**src/rtl/rr_bus_arbiter_if.sv**
```systemverilog
// Shared-bus bundle between N requesting masters, the arbiter and a single slave.
// The master modport is the arbiter's view; slave is the surrounding environment.
interface rr_bus_arbiter_if #(
  parameter int unsigned MASTER_CNT = 4
);
  logic [MASTER_CNT-1:0]    m_valid;
  logic [32*MASTER_CNT-1:0] m_addr;
  logic [32*MASTER_CNT-1:0] m_wdata;
  logic [4*MASTER_CNT-1:0]  m_wstrb;
  logic [MASTER_CNT-1:0]    m_ready;
  logic [32*MASTER_CNT-1:0] m_rdata;
  logic                     s_valid;
  logic [31:0]              s_addr;
  logic [31:0]              s_wdata;
  logic [3:0]               s_wstrb;
  logic                     s_ready;
  logic [31:0]              s_rdata;

  modport master (
    input  m_valid, m_addr, m_wdata, m_wstrb, s_ready, s_rdata,
    output m_ready, m_rdata, s_valid, s_addr, s_wdata, s_wstrb
  );

  modport slave (
    output m_valid, m_addr, m_wdata, m_wstrb, s_ready, s_rdata,
    input  m_ready, m_rdata, s_valid, s_addr, s_wdata, s_wstrb
  );
endinterface

```
**src/rtl/rr_bus_arbiter.sv**
```systemverilog
// Round-robin arbiter granting one of MASTER_CNT masters access to a single slave,
// with an optional slave-wait timeout that completes the transfer with error data.
module rr_bus_arbiter #(
  parameter int unsigned MASTER_CNT  = 4,
  parameter int unsigned TIMEOUT_CYC = 255,
  parameter logic [31:0] ERR_RDATA   = 32'hDEADBEEF
) (
  input  logic             clk,
  input  logic             resetn,
  rr_bus_arbiter_if.master bus,
  output logic [31:0]      currmaster,
  output logic             timeout_err
);
  localparam int unsigned IdxW = (MASTER_CNT > 1) ? $clog2(MASTER_CNT) : 1;
  localparam int unsigned CntW = (TIMEOUT_CYC > 0) ? $clog2(TIMEOUT_CYC + 1) : 1;

  typedef enum logic {StIdle, StBusy} state_e;

  state_e          state_q, state_d;
  logic [IdxW-1:0] gnt_q, gnt_d;
  logic [IdxW-1:0] last_q, last_d;
  logic [CntW-1:0] cnt_q, cnt_d;

  logic            sel_valid;
  logic [31:0]     sel_addr, sel_wdata;
  logic [3:0]      sel_wstrb;
  logic [IdxW-1:0] rr_pick;
  logic            done, timeout_hit;

  // Request fields of the granted master.
  always_comb begin
    sel_valid = 1'b0;
    sel_addr  = '0;
    sel_wdata = '0;
    sel_wstrb = '0;
    for (int i = 0; i < MASTER_CNT; i++) begin
      if (gnt_q == IdxW'(i)) begin
        sel_valid = bus.m_valid[i];
        sel_addr  = bus.m_addr[32*i +: 32];
        sel_wdata = bus.m_wdata[32*i +: 32];
        sel_wstrb = bus.m_wstrb[4*i +: 4];
      end
    end
  end

  // First requester at or after last+1, wrapping around.
  always_comb begin
    logic            found;
    logic [IdxW-1:0] cand;
    rr_pick = '0;
    found   = 1'b0;
    cand    = '0;
    for (int k = 1; k <= MASTER_CNT; k++) begin
      cand = IdxW'((int'(last_q) + k) % MASTER_CNT);
      if (!found && bus.m_valid[cand]) begin
        found   = 1'b1;
        rr_pick = cand;
      end
    end
  end

  assign done        = (state_q == StBusy) && sel_valid && bus.s_ready;
  // s_ready wins over a coincident timeout.
  assign timeout_hit = (TIMEOUT_CYC != 0) && (state_q == StBusy) && sel_valid &&
                       !bus.s_ready && (cnt_q == CntW'(TIMEOUT_CYC));

  always_ff @(posedge clk or negedge resetn) begin
    if (!resetn) begin
      state_q <= StIdle;
      gnt_q   <= '0;
      last_q  <= IdxW'(MASTER_CNT - 1);
      cnt_q   <= '0;
    end else begin
      state_q <= state_d;
      gnt_q   <= gnt_d;
      last_q  <= last_d;
      cnt_q   <= cnt_d;
    end
  end

  always_comb begin
    state_d = state_q;
    gnt_d   = gnt_q;
    last_d  = last_q;
    cnt_d   = cnt_q;
    case (state_q)
      StIdle: begin
        cnt_d = '0;
        if (|bus.m_valid) begin
          gnt_d   = rr_pick;
          state_d = StBusy;
        end
      end
      StBusy: begin
        if (!sel_valid) begin
          state_d = StIdle;
        end else if (done || timeout_hit) begin
          last_d  = gnt_q;
          state_d = StIdle;
        end else if (TIMEOUT_CYC != 0) begin
          cnt_d = cnt_q + CntW'(1);
        end
      end
      default: state_d = StIdle;
    endcase
  end

  always_comb begin
    bus.s_valid = 1'b0;
    bus.s_addr  = '0;
    bus.s_wdata = '0;
    bus.s_wstrb = '0;
    bus.m_ready = '0;
    bus.m_rdata = '0;
    timeout_err = 1'b0;
    currmaster  = 32'(gnt_q);
    if (state_q == StBusy) begin
      bus.s_valid = sel_valid && !timeout_hit;
      bus.s_addr  = sel_addr;
      bus.s_wdata = sel_wdata;
      bus.s_wstrb = sel_wstrb;
      timeout_err = timeout_hit;
      for (int i = 0; i < MASTER_CNT; i++) begin
        if (gnt_q == IdxW'(i)) begin
          bus.m_rdata[32*i +: 32] = timeout_hit ? ERR_RDATA : bus.s_rdata;
          bus.m_ready[i]          = done || timeout_hit;
        end
      end
    end
  end
endmodule

```
**src/flat_wrapper.sv**
```systemverilog
// flat-port wrapper written by rule: the top's interface ports become plain ports
module rr_bus_arbiter_flat 
#(
  parameter int unsigned MASTER_CNT  = 4,
  parameter int unsigned TIMEOUT_CYC = 255,
  parameter logic [31:0] ERR_RDATA   = 32'hDEADBEEF
)
  (clk, resetn, currmaster, timeout_err, bus_m_valid, bus_m_addr, bus_m_wdata, bus_m_wstrb, bus_s_ready, bus_s_rdata, bus_m_ready, bus_m_rdata, bus_s_valid, bus_s_addr, bus_s_wdata, bus_s_wstrb);
  rr_bus_arbiter_if #(.MASTER_CNT(MASTER_CNT)) bus_i ();
  input  logic clk;
  input  logic resetn;
  output logic [31:0] currmaster;
  output logic timeout_err;
  input wire logic [$bits(bus_i.m_valid)-1:0] bus_m_valid;
  input wire logic [$bits(bus_i.m_addr)-1:0] bus_m_addr;
  input wire logic [$bits(bus_i.m_wdata)-1:0] bus_m_wdata;
  input wire logic [$bits(bus_i.m_wstrb)-1:0] bus_m_wstrb;
  input wire logic [$bits(bus_i.s_ready)-1:0] bus_s_ready;
  input wire logic [$bits(bus_i.s_rdata)-1:0] bus_s_rdata;
  output wire logic [$bits(bus_i.m_ready)-1:0] bus_m_ready;
  output wire logic [$bits(bus_i.m_rdata)-1:0] bus_m_rdata;
  output wire logic [$bits(bus_i.s_valid)-1:0] bus_s_valid;
  output wire logic [$bits(bus_i.s_addr)-1:0] bus_s_addr;
  output wire logic [$bits(bus_i.s_wdata)-1:0] bus_s_wdata;
  output wire logic [$bits(bus_i.s_wstrb)-1:0] bus_s_wstrb;
  assign bus_i.m_valid = bus_m_valid;
  assign bus_i.m_addr = bus_m_addr;
  assign bus_i.m_wdata = bus_m_wdata;
  assign bus_i.m_wstrb = bus_m_wstrb;
  assign bus_i.s_ready = bus_s_ready;
  assign bus_i.s_rdata = bus_s_rdata;
  assign bus_m_ready = bus_i.m_ready;
  assign bus_m_rdata = bus_i.m_rdata;
  assign bus_s_valid = bus_i.s_valid;
  assign bus_s_addr = bus_i.s_addr;
  assign bus_s_wdata = bus_i.s_wdata;
  assign bus_s_wstrb = bus_i.s_wstrb;
  rr_bus_arbiter #(.MASTER_CNT(MASTER_CNT), .TIMEOUT_CYC(TIMEOUT_CYC), .ERR_RDATA(ERR_RDATA)) u_core (.clk(clk), .resetn(resetn), .bus(bus_i), .currmaster(currmaster), .timeout_err(timeout_err));
endmodule
```
**config.mk**
```make
export PLATFORM = sky130hd
export DESIGN_NAME = rr_bus_arbiter_flat
export DESIGN_NICKNAME = d
export VERILOG_FILES = /design/src/rtl/rr_bus_arbiter_if.sv /design/src/rtl/rr_bus_arbiter.sv /design/src/flat_wrapper.sv
export SDC_FILE = /design/constraint.sdc
export NUM_CORES = 1
export LEC_CHECK = 0
export CORE_AREA = 2 2 213 215
export CTS_BUF_LIST = sky130_fd_sc_hd__clkbuf_8
export CTS_CLUSTER_SIZE = 40
export DETAILED_ROUTE_END_ITERATION = 6
export DIE_AREA = 0 0 215 217
export PLACE_DENSITY_LB_ADDON = 0.08
export SETUP_SLACK_MARGIN = 0.5
export SLEW_MARGIN = 20
export SYNTH_ARGS = -nofsm -noshare
export SYNTH_HDL_FRONTEND = slang
export SYNTH_SLANG_ARGS = --single-unit
```
**constraint.sdc**
```tcl
create_clock -name clk -period 1.7 [get_ports clk]
set_input_delay 0.17 -clock clk [delete_from_list [all_inputs] [get_ports clk]]
set_output_delay 0.17 -clock clk [all_outputs]
set_load 0.03 [all_outputs]
```
---- Word level (Yosys, flattened, before mapping) ----
Index checks and enable logic that the tools add are counted.
storage, ports and cells
  logic and storage cells ................. 93
  input bits .............................. 311
  output and inout bits ................... 234
  bits in registers ....................... 13
operators by class
  multiplexer cells ....................... 54
  equal/unequal tests ..................... 6
  magnitude comparators ................... 4
  add/subtract/negate cells ............... 5
  reductions and logical operators ........ 19
  bitwise operators ....................... 1
operator list
  cell                 number
  $mux 32              15
  $mux 128             1
  $mux 4               6
  $mux 1               20
  $mux 8               2
  $pmux 8 s2           1
  $lt 2x3->1 const B   4
  $add 8x1->8 const B  1
  $bmux 1 s2           4
  $eq 8x8->1 const B   1
  $logic_and 1x1->1    8
  $mux 2               4
  $logic_not 1->1      5
  $add 2x1->2 const B  2
  $add 2x2->2 const B  2
  $eq 2x2->1 const B   2
  $ne 2x2->1 const B   2
  $reduce_and 2->1     2
  $reduce_or 4->1      1
  $reduce_and 3->1     1
  $eq 2x1->1 const B   1
  $logic_not 2->1      1
  $pmux 1 s2           1
  $logic_or 1x1->1     1
  $not 1->1            1

---- Logic depth before layout (Yosys ltp) ----
Gate-level depths: netlist of run 1.
  depth after elaboration ................. 13
  gate-level depth with buffers ........... 7
  depth with buffers taken out ............ 5

---- Worst setup path before layout of run 1 ----
No wires, ideal clock.
  kind .................................... flip-flop to output port
  start point ............................. register u_core.gnt_q[0]
  end point ............................... output port bus_m_ready[0]
  buffers on the path ..................... 2
  arrival ................................. 2.179 ns
  stages on the path, launching flop included .. 7
  slack ................................... -0.649 ns
  path through ............................ dfrtp_1 -> buf_4 -> mux4_2 -> and2_4 -> buf_6 -> and2_1 -> nor3b_1
on the way
  longest elaborated chain between the ends .. 11
  elaborated cells between the ends (all ways) .. 15
  classes of those cells .................. 3 x eq/ne; 6 x mux; 6 x reduce/logical
RTL lines
  element                 line                                         text
  from (decl)             rr_bus_arbiter.sv:20                         logic [IdxW-1:0] gnt_q, gnt_d;
  from (signal assigned)  rr_bus_arbiter.sv:75                         gnt_q <= gnt_d;
  $logic_not 2->1         rr_bus_arbiter.sv:37, rr_bus_arbiter.sv:124
  $mux 1 (4 in a row)     rr_bus_arbiter.sv:37                         if (gnt_q == IdxW'(i)) begin
  $logic_and 1x1->1       rr_bus_arbiter.sv:62, rr_bus_arbiter.sv:64
  $logic_and 1x1->1       rr_bus_arbiter.sv:64                         assign timeout_hit = (TIMEOUT_CYC != 0) && (state_q == StBusy) && sel_valid &&
  $logic_and 1x1->1       rr_bus_arbiter.sv:65                         !bus.s_ready && (cnt_q == CntW'(TIMEOUT_CYC));
  $logic_or 1x1->1        rr_bus_arbiter.sv:126                        bus.m_ready[i] = done || timeout_hit;
  $mux 1 (*)              rr_bus_arbiter.sv:124                        if (gnt_q == IdxW'(i)) begin
  $mux 4 (*)              rr_bus_arbiter.sv:117                        if (state_q == StBusy) begin
  to (decl)               flat_wrapper.sv:20                           output wire logic [$bits(bus_i.m_ready)-1:0] bus_m_ready;
Mark *: on every way between the ends. The rest lies on a longest branch, timed or not.

---- Worst setup path in the final report of run 1 ----
  start point ............................. register u_core.gnt_q[0]
  end point ............................... output port bus_m_ready[3]
on the way
  longest elaborated chain between the ends .. 11
  elaborated cells between the ends (all ways) .. 15
  classes of those cells .................. 3 x eq/ne; 6 x mux; 6 x reduce/logical
RTL lines
  element              line
  $logic_not 2->1      rr_bus_arbiter.sv:37
  $mux 1 (4 in a row)  rr_bus_arbiter.sv:37
  $logic_and 1x1->1    rr_bus_arbiter.sv:62, rr_bus_arbiter.sv:64
  $logic_and 1x1->1    rr_bus_arbiter.sv:64
  $logic_and 1x1->1    rr_bus_arbiter.sv:65
  $logic_or 1x1->1     rr_bus_arbiter.sv:126
  $mux 1 (*)           rr_bus_arbiter.sv:124
  $mux 4 (*)           rr_bus_arbiter.sv:117
Marked as above.

==> flow_summary_export.csv, run 1 <==
group,metric,value,unit
floorplan,fp.dieW,215,um
floorplan,ios,545,
synth,yosysTopAreaCell,"mux4_2",
flow_run,max_cap_violations,0,
timing,fin_crit_sh,147,%
power_and_ir_drop,leakage,5.08,nW
grt,grt_max_degree,32,
grt,grt_use_met2,27.2,%
worst_setup_path,worst_setup_path_start_kind,"flop",
worst_setup_path,arrival,2330,ps
grt,overflow,0,
synth,ys_seq_elements,13,
drt,wl,37.1,mm
final_layout,mostFrequentLayoutCells,"clkdlybuf4s50_1 (310), buf_6 (171), buf_4 (114)",
grt,grt_pass1_vias,6344,
power_and_ir_drop,total_power,0.0179,W
power_and_ir_drop,p_per_area,1400,nW/um^2
drt,detail-route-antenna-nets,0,
final_layout,final_nets,1400,
grt,antenna_found_initial,2,
placement,dpl.hpwl,28.4,mm
grt,grt_pass1_wl,50.0,mm
power_and_ir_drop,vdd.ir_drop.worst,0.587,mV
clocking,cts_tree,"yes",
worst_setup_path,critPathMaxFanout,5,
clocking,h-tree-depth,1,
timing,setup_viol,214,
floorplan,rows,78,
synth,syn_area,4090,um^2
final_layout,layout_commonest_cell,"clkdlybuf4s50_1",
grt,grtUsageMet1,17.3,%
grt,use_met3,4.43,%
worst_setup_path,cp-end-kind,"primary output",
final_layout,drive_above_1_share,57.6,%
status,outcome,"finished with violations",
synth,seq_area_frac_synth,8.01,%
drt,vias,6214,
status,violations,"setup timing",
synth,synth_warnings,0,
grt,grt_use_total,14.7,%
worst_setup_path,max_stage_delay,620,ps
worst_setup_path,critPathRequiredTime,1530,ps
timing,fmax,400,MHz
worst_setup_path,path_cells,"mux4_2 > and2_4 > buf_12 > buf_6 > buf_8 > and2_4 > and3_4 > buf_12",
drt,drt_iter0_markers,170,
floorplan,die_y,217,um
worst_setup_path,cp_slowest_cell,"mux4_2",
timing,layout_setup_ws,-801,ps
synth,synth_edf_count,0,
timing,fin_skew,2.20,ps
placement,port_buffers,514,
clocking,cts_root_buffer,"clkbuf_8",
synth,async_flop_share,100,%
timing,hold_viol,0,
final_layout,final_util,28.5,%
clocking,cts_buffers,3,
final_layout,areaGrowthSynthToFinish,211,%
worst_hold_path,hp-class,"in2async",
drt,drt-pass1-iter-count,4,
grt,grt.busiest_layer,"met2",
clocking,clk_latency,250,ps
drt,via_per_inst,3.68,
floorplan,die_area,46700,um^2
placement,place_congestion,0.799,
synth,yosys.cell_types.count,40,
clocking,clock_path_buffers,2,
floorplan,coreArea,44700,um^2
timing,slew_viol_final,0,
synth,synth_flop_cell,"dfrtp_1",
synth,syn_avg_cell_area,8.92,um^2
timing,rsz0062_at_grt,"true",
clocking,clkTransAtPathRegs,60,ps
synth,yosys-top-cells-area,"mux4_2 (38%), and2_1 (11%), nor2_1 (9.5%)",
floorplan,initial_core_util,9.16,%
clocking,holdBufCountCts,0,
synth,synthCells,459,
drt,wl_per_cell,22.0,um
synth,synth_top_area_share,38.0,%
drt,route.detailed.drc,0,
clocking,clkSinkCount,13,
timing,min_period,2500,ps
worst_setup_path,crit_type,"reg2out",
## final timing paths
kind | endpoint | startpoint | slack [ps] | cells past startpoint
min in group clk | u_core.last_q[0]$_DFFE_PN1P_ | u_core.last_q[0]$_DFFE_PN1P_ | 520 | 2
max in group asynchronous | u_core.last_q[0]$_DFFE_PN1P_ | resetn | 1200 | 2
setup / recovery | bus_m_ready[3] | u_core.gnt_q[0]$_DFFE_PN0P_ | -800 | 8
hold reg to reg | u_core.last_q[0]$_DFFE_PN1P_ | u_core.last_q[0]$_DFFE_PN1P_ | 520 | 2
setup reg to reg | u_core.last_q[1]$_DFFE_PN1P_ | u_core.gnt_q[0]$_DFFE_PN0P_ | -560 | 10
hold / removal | u_core.cnt_q[6]$_DFFE_PN0P_ | resetn | 250 | 2
## power by group
group	leakage [nW]	internal [W]	switching, W
registers	0.165	0.000414	0.0000850
clock network	0.0269	0.000160	0.000125
logic	4.89	0.00854	0.00854
total	5.08	0.00911	0.00875
## stage by stage
stage               instances  setup TNS, ps  hold WS, ps  area [um^2]  worst slack (ps)
global placement         1609        -134700          529        10700              -995
CTS                      1652        -142440          261        11600              -834
finish                   1689        -135920          249        12700              -801
detailed placement       1609        -137020          526        10700             -1010
floorplan                 488         -53930         -126         4750              -409
global route             1688        -150050          275        12700              -860
## synth_stat cells, types with 7 or more instances
cell type  number
nor2_1        104
and2_1         69
mux4_2         69
and3_1         34
buf_4          32
clkbuf_1       25
a21oi_4        17
a21oi_1        14
buf_2          11
dfrtp_1        11
nand2_1        11
nand3_1         7
o21ai_0         7
## routing by layer
metal	wire [um]	vias up	share of wire, %
met2	19600	299	53
met4	161	2	0.43
met3	3150	8	8.5
met1	14100	3032	38
met5	13	-	0.035
li1	-	2873	-
## timing repair
item	4_1_cts	5_1_grt
setup endpoints to repair	217	217
cloned	10	7
pin swaps	17	52
endpoints found under the hold margin	0	0
gates resized for setup	285	265
setup buffers	29	28
## flip-flops by register name, summed over array words and instances (netlist names)
register        flops
u_core.gnt_q        2
u_core.state_q      1
u_core.last_q       2
u_core.cnt_q        8
## critical path, delay by kind of cell (launching register included)
kind | cells | cell delay, ps
buf+inv | 4 | 480
flops | 1 | 430
mux | 1 | 620
simple gates | 3 | 530
## kinds of logic (layout without fill, tap and decap cells)
logic type | count (synthesis) | count (layout) | share of synthesized area [%]
fa+ha+maj | 1 | 1 | 0.306
compound gates | 46 | 46 | 11.0
mux | 72 | 72 | 38.7
other cells | 1 | 32 | 0.0916
xor+xnor | 2 | 2 | 0.428
buf+inv | 83 | 680 | 11.7
flops | 13 | 13 | 8.01
simple gates | 241 | 243 | 29.8
## cell type report
| class | count | area (um^2) |
|---|---|---|
| Fill cell | 4811 | 32000 |
| Inverter | 7 | 28.8 |
| Tap cell | 600 | 751 |
| Clock inverter | 1 | 3.75 |
| Antenna cell | 2 | 5.00 |
| Timing Repair Buffer | 669 | 7320 |
| Clock buffer | 3 | 41.3 |
| Sequential cell | 13 | 337 |
| Multi-Input combinational cell | 394 | 4260 |
No activity file was read; power rests on OpenSTA's default activity.
==> run 2: changes to the inputs <==
- CAP_MARGIN: unset -> 10
- PLACE_DENSITY_LB_ADDON: 0.08 -> unset
==> run 2 against run 1 <==
Effect of this change: the run still ends with setup timing left; fmax shrank 0.76%; clock-buffer cell count stayed put; sequential power up 2%; flip-flop and latch count stayed put; via count grew 3.6%; register-to-register slack improved by 110 ps; critical path type unchanged; largest power group unchanged; highest routed layer unchanged.
==> flow_summary_export.csv, run 2 (synthesis results as in run 1) <==
group,metric,value,unit
timing,setup_viol,213,
floorplan,ios,545,
placement,dp_slack,-1050,ps
power_and_ir_drop,pwr-share-clk,1.6,%
worst_setup_path,cp-end-kind,"primary output",
clocking,clkSinkCount,13,
clocking,cts_buffers,3,
clocking,cts_tree,"yes",
power_and_ir_drop,p_int,0.00903,W
power_and_ir_drop,total_power,0.0179,W
drt,vias,6440,
drt,drt_iter0_markers,304,
power_and_ir_drop,power.switching,0.00887,W
floorplan,rows,78,
floorplan,die_area,46700,um^2
timing,slew_viol_final,0,
final_layout,layout_commonest_cell,"clkdlybuf4s50_1",
clocking,clock_path_buffers,2,
power_and_ir_drop,p_per_area,1430,nW/um^2
timing,hold_viol,0,
power_and_ir_drop,vdd.ir_drop.worst,0.694,mV
timing,rsz0062_at_grt,"true",
worst_setup_path,path_cells,"mux4_2 > and2_4 > buf_12 > buf_6 > a21oi_4 > buf_6 > nor2_4 > buf_6",
timing,fin_skew,4.10,ps
placement,place_congestion,0.892,
power_and_ir_drop,pwr-share-seq,2.8,%
grt,grt_max_degree,44,
placement,port_buffers,514,
worst_hold_path,hp-class,"in2async",
grt,grt_pass1_wl,45.4,mm
worst_setup_path,critPathRequiredTime,1530,ps
final_layout,final_area,12500,um^2
drt,route.detailed.drc,0,
clocking,cts_root_buffer,"clkbuf_8",
timing,layout_setup_ws,-820,ps
status,outcome,"finished with violations",
final_layout,final_nets,1391,
drt,wl,34.9,mm
timing,min_period,2520,ps
floorplan,die_y,217,um
final_layout,areaGrowthSynthToFinish,206,%
status,violations,"setup timing",
timing,slew_headroom,58.0,%
final_layout,top_register,"u_core.cnt_q",
placement,post_dp_cell_area,10900,um^2
final_layout,fillerInstances,4721,
drt,detail-route-antenna-nets,0,
floorplan,coreArea,44700,um^2
worst_setup_path,arrival,2350,ps
worst_setup_path,max_stage_delay,630,ps
worst_setup_path,cp_common_cell,"buf_6",
grt,antenna_found_initial,8,
clocking,clk_latency,250,ps
grt,grt_pass1_vias,6392,
worst_setup_path,crit_family,"multiplexers",
flow_run,max_cap_violations,0,
clocking,clkTransAtPathRegs,60,ps
timing,whs,314,ps
timing,setup_tns,-141770,ps
floorplan,initial_core_util,9.16,%
placement,dpl.hpwl,27.1,mm
drt,wl_per_cell,20.8,um
clocking,h-tree-depth,1,
final_layout,largest_reg_flops,8,
final_layout,reg.largest.list,"u_core.cnt_q (8), u_core.gnt_q (2), u_core.last_q (2)",
final_layout,drive_above_1_share,58.5,%
worst_setup_path,cp_slowest_cell,"mux4_2",
drt,drt-pass1-iter-count,5,
worst_setup_path,critPathMaxFanout,7,
power_and_ir_drop,power_frac_comb,95.6,%
power_and_ir_drop,leakage,5.03,nW
worst_setup_path,worst_setup_path_start_kind,"flop",
grt,grt_use_total,13.3,%
power_and_ir_drop,switching_share,49.5,%
final_layout,mostFrequentLayoutCells,"clkdlybuf4s50_1 (307), buf_6 (165), buf_4 (122)",
timing,worst_pin_slew,629,ps
grt,overflow,0,
drt,via_per_inst,3.83,
worst_setup_path,crit_type,"reg2out",
worst_setup_path,critPathBufInv,4,
timing,fin_crit_sh,148,%
floorplan,fp.dieW,215,um
timing,fmax,397,MHz
==> run 2: cell count changes in the layout (fill, tap and decap cells not counted), moves of 6 or more <==
cell           change
buf_4              +8
buf_6              -6
dlygate4sd2_1      -7
and2_1             -6
buf_12             -7
buf_2              +7
nor2_4             -6
==> run 2: metal layers <==
metal	GRT usage, %	vias to the layer above	wire (um)
met5	0	-	56
met4	3.15	10	850
met3	3.76	37	2950
met2	23.3	372	17400
met1	15.9	3175	13600
li1	-	2846	-
==> run 2: worst paths after layout <==
kind | cells after the start | slack [ps] | end | from
max | 8 | -820 | bus_m_rdata[55] | u_core.gnt_q[0]$_DFFE_PN0P_
min | 1 | 310 | u_core.gnt_q[0]$_DFFE_PN0P_ | resetn
max reg2reg | 7 | -450 | u_core.cnt_q[5]$_DFFE_PN0P_ | u_core.gnt_q[0]$_DFFE_PN0P_
min reg2reg | 2 | 540 | u_core.last_q[0]$_DFFE_PN1P_ | u_core.last_q[0]$_DFFE_PN1P_
max in group asynchronous | 1 | 920 | u_core.gnt_q[0]$_DFFE_PN0P_ | resetn
min in group clk | 4 | 480 | u_core.gnt_q[0]$_DFFE_PN0P_ | bus_m_valid[2]
==> run 2: repair_timing <==
item	4_1_cts	5_1_grt
gates cloned	6	9
gates resized for setup	531	338
pin swaps	15	45
setup buffers	20	30
hold buffers	0	0
endpoints found under the setup margin	217	217
==> run 2: cell type report <==
cell class              count  area, um^2  area share [%]
repair buffers            662        7100            56.6
diodes                      3        7.51          0.0599
clock buffers               3        41.3           0.329
flip-flops and latches     13         337            2.68
clock inverters             1        3.75          0.0299
well taps                 600         751            5.99
multi-input cells         392        4270            34.0
inverters                   7        31.3           0.249
==> run 2: power by group through the flow <==
stage               sequential, W  clock [W]  combinational [W]
detailed placement       0.000513          0             0.0140
finish                   0.000508   0.000279             0.0171
CTS                      0.000510   0.000287             0.0150
floorplan                0.000507          0            0.00810
global route             0.000529   0.000304             0.0179
global placement         0.000515          0             0.0140
==> run 2: metrics by stage <==
stage	instances	utilization, %
finish	1681	28.1
CTS	1639	25.4
global placement	1609	24.3
floorplan	488	-
global route	1681	28.1
detailed placement	1609	24.3
==> run 3: changes to the inputs <==
- SKIP_LAST_GASP: unset -> 1
==> run 3 against run 2 <==
Effect of this change: the run still ends with setup timing left; first-iteration DRC count shrank 13%; core utilization shrank 0.70 points; clock skew grew 2.3 ps; total power shrank 6.4%; wire length shrank 0.17%; final cell count is essentially flat; setup slack lost 21 ps; non-clock buffer count is the same; largest cell class unchanged.
==> flow_summary_export.csv, run 3 (synthesis results as in run 1) <==
group,metric,value,unit
final_layout,largest_reg_flops,8,
status,violations,"setup timing",
clocking,clkTransAtPathRegs,60,ps
clocking,cts_root_buffer,"clkbuf_8",
timing,worst_pin_slew,630,ps
worst_setup_path,cp_common_cell,"buf_6",
floorplan,initial_core_util,9.16,%
worst_setup_path,crit_type,"reg2out",
clocking,clk_latency,250,ps
final_layout,areaGrowthSynthToFinish,199,%
worst_setup_path,critPathRequiredTime,1530,ps
timing,min_period,2540,ps
drt,vias,6462,
timing,fin_skew,6.42,ps
worst_setup_path,setup.worst_path.start,"u_core.gnt_q[0]$_DFFE_PN0P_",
worst_setup_path,r2r_slack,-460,ps
timing,hold_viol,0,
floorplan,rows,78,
floorplan,die_y,217,um
worst_setup_path,reg2reg_depth,7,
worst_setup_path,path_cells,"mux4_2 > and2_4 > buf_12 > buf_6 > a21oi_4 > buf_6 > nor2_4 > buf_6",
status,outcome,"finished with violations",
final_layout,fillerInstances,4754,
timing,rsz0062_at_grt,"true",
drt,drt-pass1-iter-count,4,
worst_setup_path,arrival,2370,ps
drt,wl_per_cell,20.7,um
drt,wl,34.8,mm
timing,slew_viol_final,0,
final_layout,final_area,12200,um^2
grt,grt_max_degree,44,
timing,fmax,394,MHz
floorplan,fp.dieW,215,um
drt,detail-route-antenna-nets,0,
worst_setup_path,max_stage_delay,620,ps
grt,grt_pass1_wl,45.0,mm
grt,grt_pass1_vias,6347,
floorplan,die_area,46700,um^2
grt,overflow,0,
worst_setup_path,r2r_end,"u_core.cnt_q[5]$_DFFE_PN0P_",
final_layout,final_util,27.4,%
placement,dpl.hpwl,27.1,mm
worst_hold_path,hp-class,"in2async",
clocking,h-tree-depth,1,
final_layout,final_nets,1391,
clocking,cts_tree,"yes",
final_layout,drive_above_1_share,53.9,%
placement,port_buffers,514,
worst_setup_path,cp_slowest_cell,"mux4_2",
final_layout,layout_commonest_cell,"clkdlybuf4s50_1",
floorplan,ios,545,
power_and_ir_drop,vdd.ir_drop.worst,0.641,mV
timing,fin_crit_sh,149,%
final_layout,reg.largest.list,"u_core.cnt_q (8), u_core.gnt_q (2), u_core.last_q (2)",
worst_setup_path,rr_startpoint,"u_core.gnt_q[0]$_DFFE_PN0P_",
drt,via_per_inst,3.85,
floorplan,coreArea,44700,um^2
timing,layout_setup_ws,-841,ps
grt,antenna_found_initial,7,
timing,setup_tns,-143460,ps
worst_setup_path,critPathMaxFanout,8,
power_and_ir_drop,leakage,4.88,nW
worst_setup_path,worst_setup_path_start_kind,"flop",
placement,place_congestion,0.892,
final_layout,mostFrequentLayoutCells,"clkdlybuf4s50_1 (308), buf_4 (153), buf_6 (128)",
placement,post_dp_cell_area,10900,um^2
timing,setup_viol,213,
drt,drt_iter0_markers,264,
final_layout,top_register,"u_core.cnt_q",
clocking,clock_path_buffers,2,
power_and_ir_drop,p_per_area,1370,nW/um^2
drt,route.detailed.drc,0,
timing,slew_headroom,57.9,%
worst_setup_path,cp-end-kind,"primary output",
grt,grt_use_total,13.1,%
clocking,clkSinkCount,13,
clocking,holdBufCountCts,0,
clocking,cts_buffers,3,
power_and_ir_drop,total_power,0.0168,W
flow_run,max_cap_violations,0,
[run 3: changes by cell type in the layout (fill, tap and decap cells not counted), sizes merged]
cell	delta
diode	-1
clkbuf	+10
dlymetal6s2s	-1
clkdlybuf4s15	+4
bufbuf	+3
buf	-17
clkdlybuf4s50	+1
[run 3: stage by stage]
| stage | setup slack, ps | hold slack, ps | instances |
|---|---|---|---|
| 2_1_floorplan | -409 | -126 | 488 |
| 3_3_place_gp | -1030 | 525 | 1609 |
| 3_5_place_dp | -1050 | 531 | 1609 |
| 4_1_cts | -833 | 340 | 1639 |
| 5_1_grt | -858 | 361 | 1680 |
| 6_report | -841 | 312 | 1680 |
[run 3: cell type report]
type / count / area, um^2 / share of cell area, %
timing repair buffer: 662 / 6930 / 56.7
multi-input combinational: 392 / 4130 / 33.8
tap: 600 / 751 / 6.14
sequential: 13 / 337 / 2.75
clock buffer: 3 / 41.3 / 0.338
inverter: 7 / 26.3 / 0.215
antenna: 2 / 5.00 / 0.0409
clock inverter: 1 / 3.75 / 0.0307
[run 3: repair_timing]
| action | 4_1_cts | 5_1_grt |
|---|---|---|
| cloned | 6 | 8 |
| setup buffers | 20 | 31 |
| gates resized for setup | 456 | 287 |
| setup endpoints to repair | 217 | 217 |
| pin swaps | 12 | 64 |
[run 3: worst max path at each step]
stage / end / slack [ps] / cells past startpoint
2_1_floorplan: bus_m_rdata[71] / -410 / 6
3_3_place_gp: bus_m_rdata[89] / -1030 / 7
3_5_place_dp: bus_m_rdata[89] / -1050 / 7
4_1_cts: bus_m_rdata[84] / -830 / 7
5_1_grt: bus_m_rdata[0] / -860 / 8
6_report: bus_m_rdata[55] / -840 / 8
[run 3: per-layer routing]
metal	GRT usage (%)	part of all wire, %	vias up	wire length [um]
met3	3.69	9.3	28	3260
li1	-	-	2854	-
met5	0	0.16	-	56
met4	2.87	1.9	10	646
met1	15.8	39	3184	13400
met2	23.3	50	386	17500
[run 3: power by group]
part / internal (W) / leakage (nW) / switching, W / total [W]
clock: 0.000160 / 0.0269 / 0.000122 / 0.000281
combinational: 0.00758 / 4.69 / 0.00839 / 0.0160
sequential: 0.000415 / 0.165 / 0.0000967 / 0.000512
total: 0.00816 / 4.88 / 0.00860 / 0.0168
[run 3: worst max-delay path, delay by kind of cell (launching register included)]
family          cells  cell delay [ps]
flops               1              450
compound gates      1              200
buf+inv             4              530
mux                 1              620
simple gates        2              310
==> RTL edit 1: new RTL, flow settings as in run 3 <==
`MASTER_CNT` is set to 4 in 3 places; all go to 2.
--- a/src/rtl/rr_bus_arbiter_if.sv
+++ b/src/rtl/rr_bus_arbiter_if.sv
@@ -1,7 +1,7 @@
 // Shared-bus bundle between N requesting masters, the arbiter and a single slave.
 // The master modport is the arbiter's view; slave is the surrounding environment.
 interface rr_bus_arbiter_if #(
-  parameter int unsigned MASTER_CNT = 4
+  parameter int unsigned MASTER_CNT = 2
 );
   logic [MASTER_CNT-1:0]    m_valid;
   logic [32*MASTER_CNT-1:0] m_addr;
--- a/src/rtl/rr_bus_arbiter.sv
+++ b/src/rtl/rr_bus_arbiter.sv
@@ -1,7 +1,7 @@
 // Round-robin arbiter granting one of MASTER_CNT masters access to a single slave,
 // with an optional slave-wait timeout that completes the transfer with error data.
 module rr_bus_arbiter #(
-  parameter int unsigned MASTER_CNT  = 4,
+  parameter int unsigned MASTER_CNT  = 2,
   parameter int unsigned TIMEOUT_CYC = 255,
   parameter logic [31:0] ERR_RDATA   = 32'hDEADBEEF
 ) (
--- a/src/flat_wrapper.sv
+++ b/src/flat_wrapper.sv
@@ -1,7 +1,7 @@
 // flat-port wrapper written by rule: the top's interface ports become plain ports
 module rr_bus_arbiter_flat 
 #(
-  parameter int unsigned MASTER_CNT  = 4,
+  parameter int unsigned MASTER_CNT  = 2,
   parameter int unsigned TIMEOUT_CYC = 255,
   parameter logic [31:0] ERR_RDATA   = 32'hDEADBEEF
 )
Ports: changed (6 resized); port bits go from 545 to 341. No check against the original RTL was run, so the function may have changed too.
==> RTL edit 1 against run 3 <==
The flow still finishes with violations (setup timing); synthesized area fell by 42%; routed wire length fell by 49%; utilization fell by 8.0 points; clock skew fell by 3.6 ps; synthesized cell count fell by 29%; setup slack improved by 350 ps; via count fell by 40%; power fell by 19%; sequential cell count fell by 2; design area fell by 29%; largest cell class unchanged; largest power group unchanged.
==> RTL edit 1: results (changes against run 3) <==
stage,metric,value,unit,change
synthesis,Synth area leaders,"mux2i_1 29%, o21a_1 15%, nor2_1 11%",,
timing,Final setup viols,133,,-38%
timing,final worst setup slack,-487.2,ps,+354.0 ps
detailed_routing,via count,3846,,-40%
global_routing,GRT Overall Usage,0.06427,,-0.06718
run_status,failing checks,setup timing,,
placement,Setup WS pre-CTS,-692.6,ps,+357.9 ps
worst_setup_path,Top Family by Delay on Critical Path,buffers and inverters,,
placement,HPWL after DPL,11530,microns,-58%
worst_setup_path,Worst Setup SP,u_core.gnt_q$_DFFE_PN0P_,,
worst_setup_path,Critical Path Max Stage Delay,480,ps,-140 ps
detailed_routing,WL/cell,13.71,microns,-34%
synthesis,Yosys cell types,34,,-15%
worst_setup_path,worst-path maximum fanout,6,,-2
global_routing,initial antenna violation count,0,,-7
synthesis,Synth top cells by count,"72 x nor2_1, 69 x mux2i_1, 48 x o21a_1",,
worst_setup_path,crit path DAT,2020,ps,-350 ps
placement,Port-buffer cells,309,,-40%
final_layout,Total Nets Final,868,,-38%
run_status,outcome,finished with violations,,
power_and_ir_drop,VDD IR max,0.0006776,V,+5.6%
final_layout,fillers,4878,,+2.6%
timing,Worst Tran Pin Value,528.9,ps,-100.9 ps
power_and_ir_drop,Internal,6997,uW,-14%
detailed_routing,Iter 0 DRT Violations,70,,-73%
power_and_ir_drop,LEAKAGE,0.003314,uW,-32%
synthesis,post-synthesis sequential area ratio,0.1168,,+0.03671
-- RTL edit 1: cell count changes in the layout (fill, tap and decap cells not counted), moves of 13 or more --
cell,run 3,this run
and2_1,60,1
mux2i_4,0,49
nor2_1,40,2
mux2i_1,3,16
mux4_2,69,0
clkdlybuf4s50_1,308,171
buf_12,32,15
and3_4,33,16
o21a_2,0,40
a21oi_4,24,0
buf_4,153,67
nor2_4,35,49
-- RTL edit 1: worst paths after layout --
| path | to | slack (ps) | cells past startpoint |
|---|---|---|---|
| max in group asynchronous | u_core.gnt_q$_DFFE_PN0P_ | 1020 | 1 |
| min in group clk | u_core.cnt_q[7]$_DFFE_PN0P_ | 580 | 2 |
| setup / recovery | bus_m_rdata[50] | -490 | 9 |
| setup reg to reg | u_core.last_q$_DFFE_PN1P_ | -200 | 9 |
| hold / removal | u_core.cnt_q[3]$_DFFE_PN0P_ | 280 | 1 |
| hold reg to reg | u_core.cnt_q[7]$_DFFE_PN0P_ | 580 | 2 |
-- RTL edit 1: cell type report --
type / instances / area share
repair buffers: 395 / 0.5106
multi-input cells: 280 / 0.3624
well taps: 600 / 0.08667
flip-flops and latches: 11 / 0.03236
clock buffers: 3 / 0.004767
inverters: 3 / 0.002744
clock inverters: 1 / 0.0004333
-- RTL edit 1: per-stage QoR --
step           hold slack (ps)  cell area, sq um  cells  power, uW
5_1_grt                  322.9              8662   1293      14170
4_1_cts                  284.7              7964   1270      12160
3_5_place_dp             539.4              6794   1242       9767
3_3_place_gp             535.1              6794   1242       9702
2_1_floorplan           -125.6              3274    354       6588
6_report                 282.4              8662   1293      13590
-- RTL edit 1: power groups by stage --
| stage | combinational, uW | clock, uW | sequential [uW] |
|---|---|---|---|
| 2_1_floorplan | 6220 | 0 | 373 |
| 3_3_place_gp | 9340 | 0 | 367 |
| 3_5_place_dp | 9400 | 0 | 369 |
| 4_1_cts | 11500 | 260 | 377 |
| 5_1_grt | 13500 | 274 | 391 |
| 6_report | 12900 | 258 | 381 |
-- RTL edit 1: kinds of logic after synthesis --
logic type / after synthesis / synth area share
and+or+nand+nor: 111 / 0.2178
muxes: 71 / 0.3013
AOI/OAI and AO/OA: 64 / 0.1913
buffers and inverters: 64 / 0.1623
DFF: 11 / 0.1168
adders and majority gates: 1 / 0.005285
other: 1 / 0.001584
xor gates and xnor gates: 1 / 0.003700
-- RTL edit 1: what timing repair did --
item | CTS | global route
setup endpoints to repair | 148 | 148
pin swaps | 23 | 22
gates cloned | 10 | 8
setup buffers | 14 | 15
resized for setup | 243 | 190
-- RTL edit 1: routing by layer --
layer,routed length [microns],GRT usage,vias to the layer above
li1,-,-,1817
met1,6706,0.06919,1847
met2,9903,0.1341,174
met3,975,0.01118,8
met4,144,0.003678,0
met5,0,0,-
==> RTL edit 2: new RTL, settings of run 3 <==
Without the edit above. Put a register stage on the output `timeout_err`, with the module's reset. The value now appears one clock later. The other outputs are not delayed to match.
--- a/src/rtl/rr_bus_arbiter.sv
+++ b/src/rtl/rr_bus_arbiter.sv
@@ -15,6 +15,8 @@
   localparam int unsigned CntW = (TIMEOUT_CYC > 0) ? $clog2(TIMEOUT_CYC + 1) : 1;
 
   typedef enum logic {StIdle, StBusy} state_e;
+
+  logic timeout_err_d;
 
   state_e          state_q, state_d;
   logic [IdxW-1:0] gnt_q, gnt_d;
@@ -112,14 +114,14 @@
     bus.s_wstrb = '0;
     bus.m_ready = '0;
     bus.m_rdata = '0;
-    timeout_err = 1'b0;
+    timeout_err_d = 1'b0;
     currmaster  = 32'(gnt_q);
     if (state_q == StBusy) begin
       bus.s_valid = sel_valid && !timeout_hit;
       bus.s_addr  = sel_addr;
       bus.s_wdata = sel_wdata;
       bus.s_wstrb = sel_wstrb;
-      timeout_err = timeout_hit;
+      timeout_err_d = timeout_hit;
       for (int i = 0; i < MASTER_CNT; i++) begin
         if (gnt_q == IdxW'(i)) begin
           bus.m_rdata[32*i +: 32] = timeout_hit ? ERR_RDATA : bus.s_rdata;
@@ -128,5 +130,13 @@
       end
     end
   end
+  always_ff @(posedge clk or negedge resetn) begin
+    if (!resetn) begin
+      timeout_err <= '0;
+    end else begin
+      timeout_err <= timeout_err_d;
+    end
+  end
+
 endmodule
 
Check against the original RTL: no difference found for any inputs over 4 cycles, from zero or initial values and one cycle with resetn low; that may be too few to reach the edited logic, so the function may still have changed.
==> RTL edit 2 against run 3 <==
The run still ends with setup timing left; largest power group unchanged; power rose by 16%; sequential cell count rose by 1; critical endpoint is now bus_m_rdata[109]; global-route usage fell by 0.62 points; final cell count rose by 0.71%; setup slack improved by 170 ps; design area rose by 7.0%; routed wire length fell by 2.9%; synthesized area fell by 4.1%.
==> RTL edit 2: results (changes against run 3) <==
stage,metric,value,unit,change
run_status,outcome,finished with violations,,
worst_setup_path,Top Family by Delay on Critical Path,buffers and inverters,,
run_status,failing checks,setup timing,,
synthesis,Synth top cells by count,"101 x nor2_1, 69 x mux4_2, 68 x and2_1",,
timing,WHS,246.0,ps,-65.74 ps
synthesis,Synth Area in Compound Gates,0.07172,,-0.03803
timing,clock skew,3.663,ps,-2.759 ps
timing,post-route setup TNS,-117390,ps,"+26,070 ps"
power_and_ir_drop,Internal,10310,uW,+26%
synthesis,Synth area leaders,"mux4_2 40%, and2_1 11%, nor2_1 9.7%",,
detailed_routing,met1 WL,14200,microns,+5.8%
power_and_ir_drop,Seq power,545,uW,+6.4%
worst_setup_path,Critical Path Max Stage Delay,520,ps,-100 ps
power_and_ir_drop,VDD IR max,0.0006517,V,+1.6%
detailed_routing,via count,6398,,-0.99%
worst_setup_path,crit path max-delay cell type,dfrtp_4,,
worst_setup_path,Reg2Reg Depth,8,,+1
placement,Setup WS pre-CTS,-546.7,ps,+503.8 ps
timing,final worst setup slack,-673.7,ps,+167.6 ps
power_and_ir_drop,sequential group share of total power,0.028,,-0.003
global_routing,global-route wire length before repair,43820,microns,-2.7%
synthesis,multiplexer area fraction after synthesis,0.4093,,+0.02227
global_routing,GR Util met3,0.03368,,-0.003215
placement,Routability Congestion,0.9521,,+6.7%
global_routing,vias in the first global route,6452,,+1.7%
synthesis,xor/xnor share of the synthesized area,0.002231,,-0.002049
final_layout,share of cells above drive strength 1,0.6229,,+0.08397
synthesis,Yosys cell types,38,,-5.0%
detailed_routing,final WL,33850,microns,-2.9%
global_routing,largest net degree at the start of global routing,34,,-23%
global_routing,initial antenna violation count,10,,+3
timing,Slew Limit Headroom,0.5484,,-0.03037
synthesis,area share of fa/ha/maj cells after synthesis,0.003188,,+0.0001306
power_and_ir_drop,clock distribution power,345,uW,+23%
timing,Final setup viols,213,,unchanged
worst_setup_path,worst-path maximum fanout,6,,-2
==> RTL edit 2: cell count changes after synthesis, sizes merged, moves of 2 or more <==
cell,before,now
clkbuf,27,30
nand3,7,4
buf,49,44
mux2,0,2
or4,2,4
nor2,104,101
==> RTL edit 2: metrics by stage <==
| stage | cell area [sq um] | std cells |
|---|---|---|
| floorplan | 5054 | 486 |
| global placement | 10770 | 1604 |
| detailed placement | 10770 | 1604 |
| CTS | 11430 | 1628 |
| global route | 13080 | 1690 |
| finish | 13080 | 1692 |
==> RTL edit 2: area by class of cell <==
type / count / area [sq um]
tap: 600 / 750.7
sequential: 14 / 361.6
inverter: 6 / 26.28
multi-input combinational: 392 / 4543
clock buffer: 4 / 55.05
fill: 4657 / 31620
timing repair buffer: 674 / 7341
antenna: 2 / 5.005
==> RTL edit 2: repair_timing <==
item,CTS,global route
gates cloned,5,12
resized for setup,193,414
pin swaps,11,89
setup endpoints to repair,218,218
buffers inserted,15,50
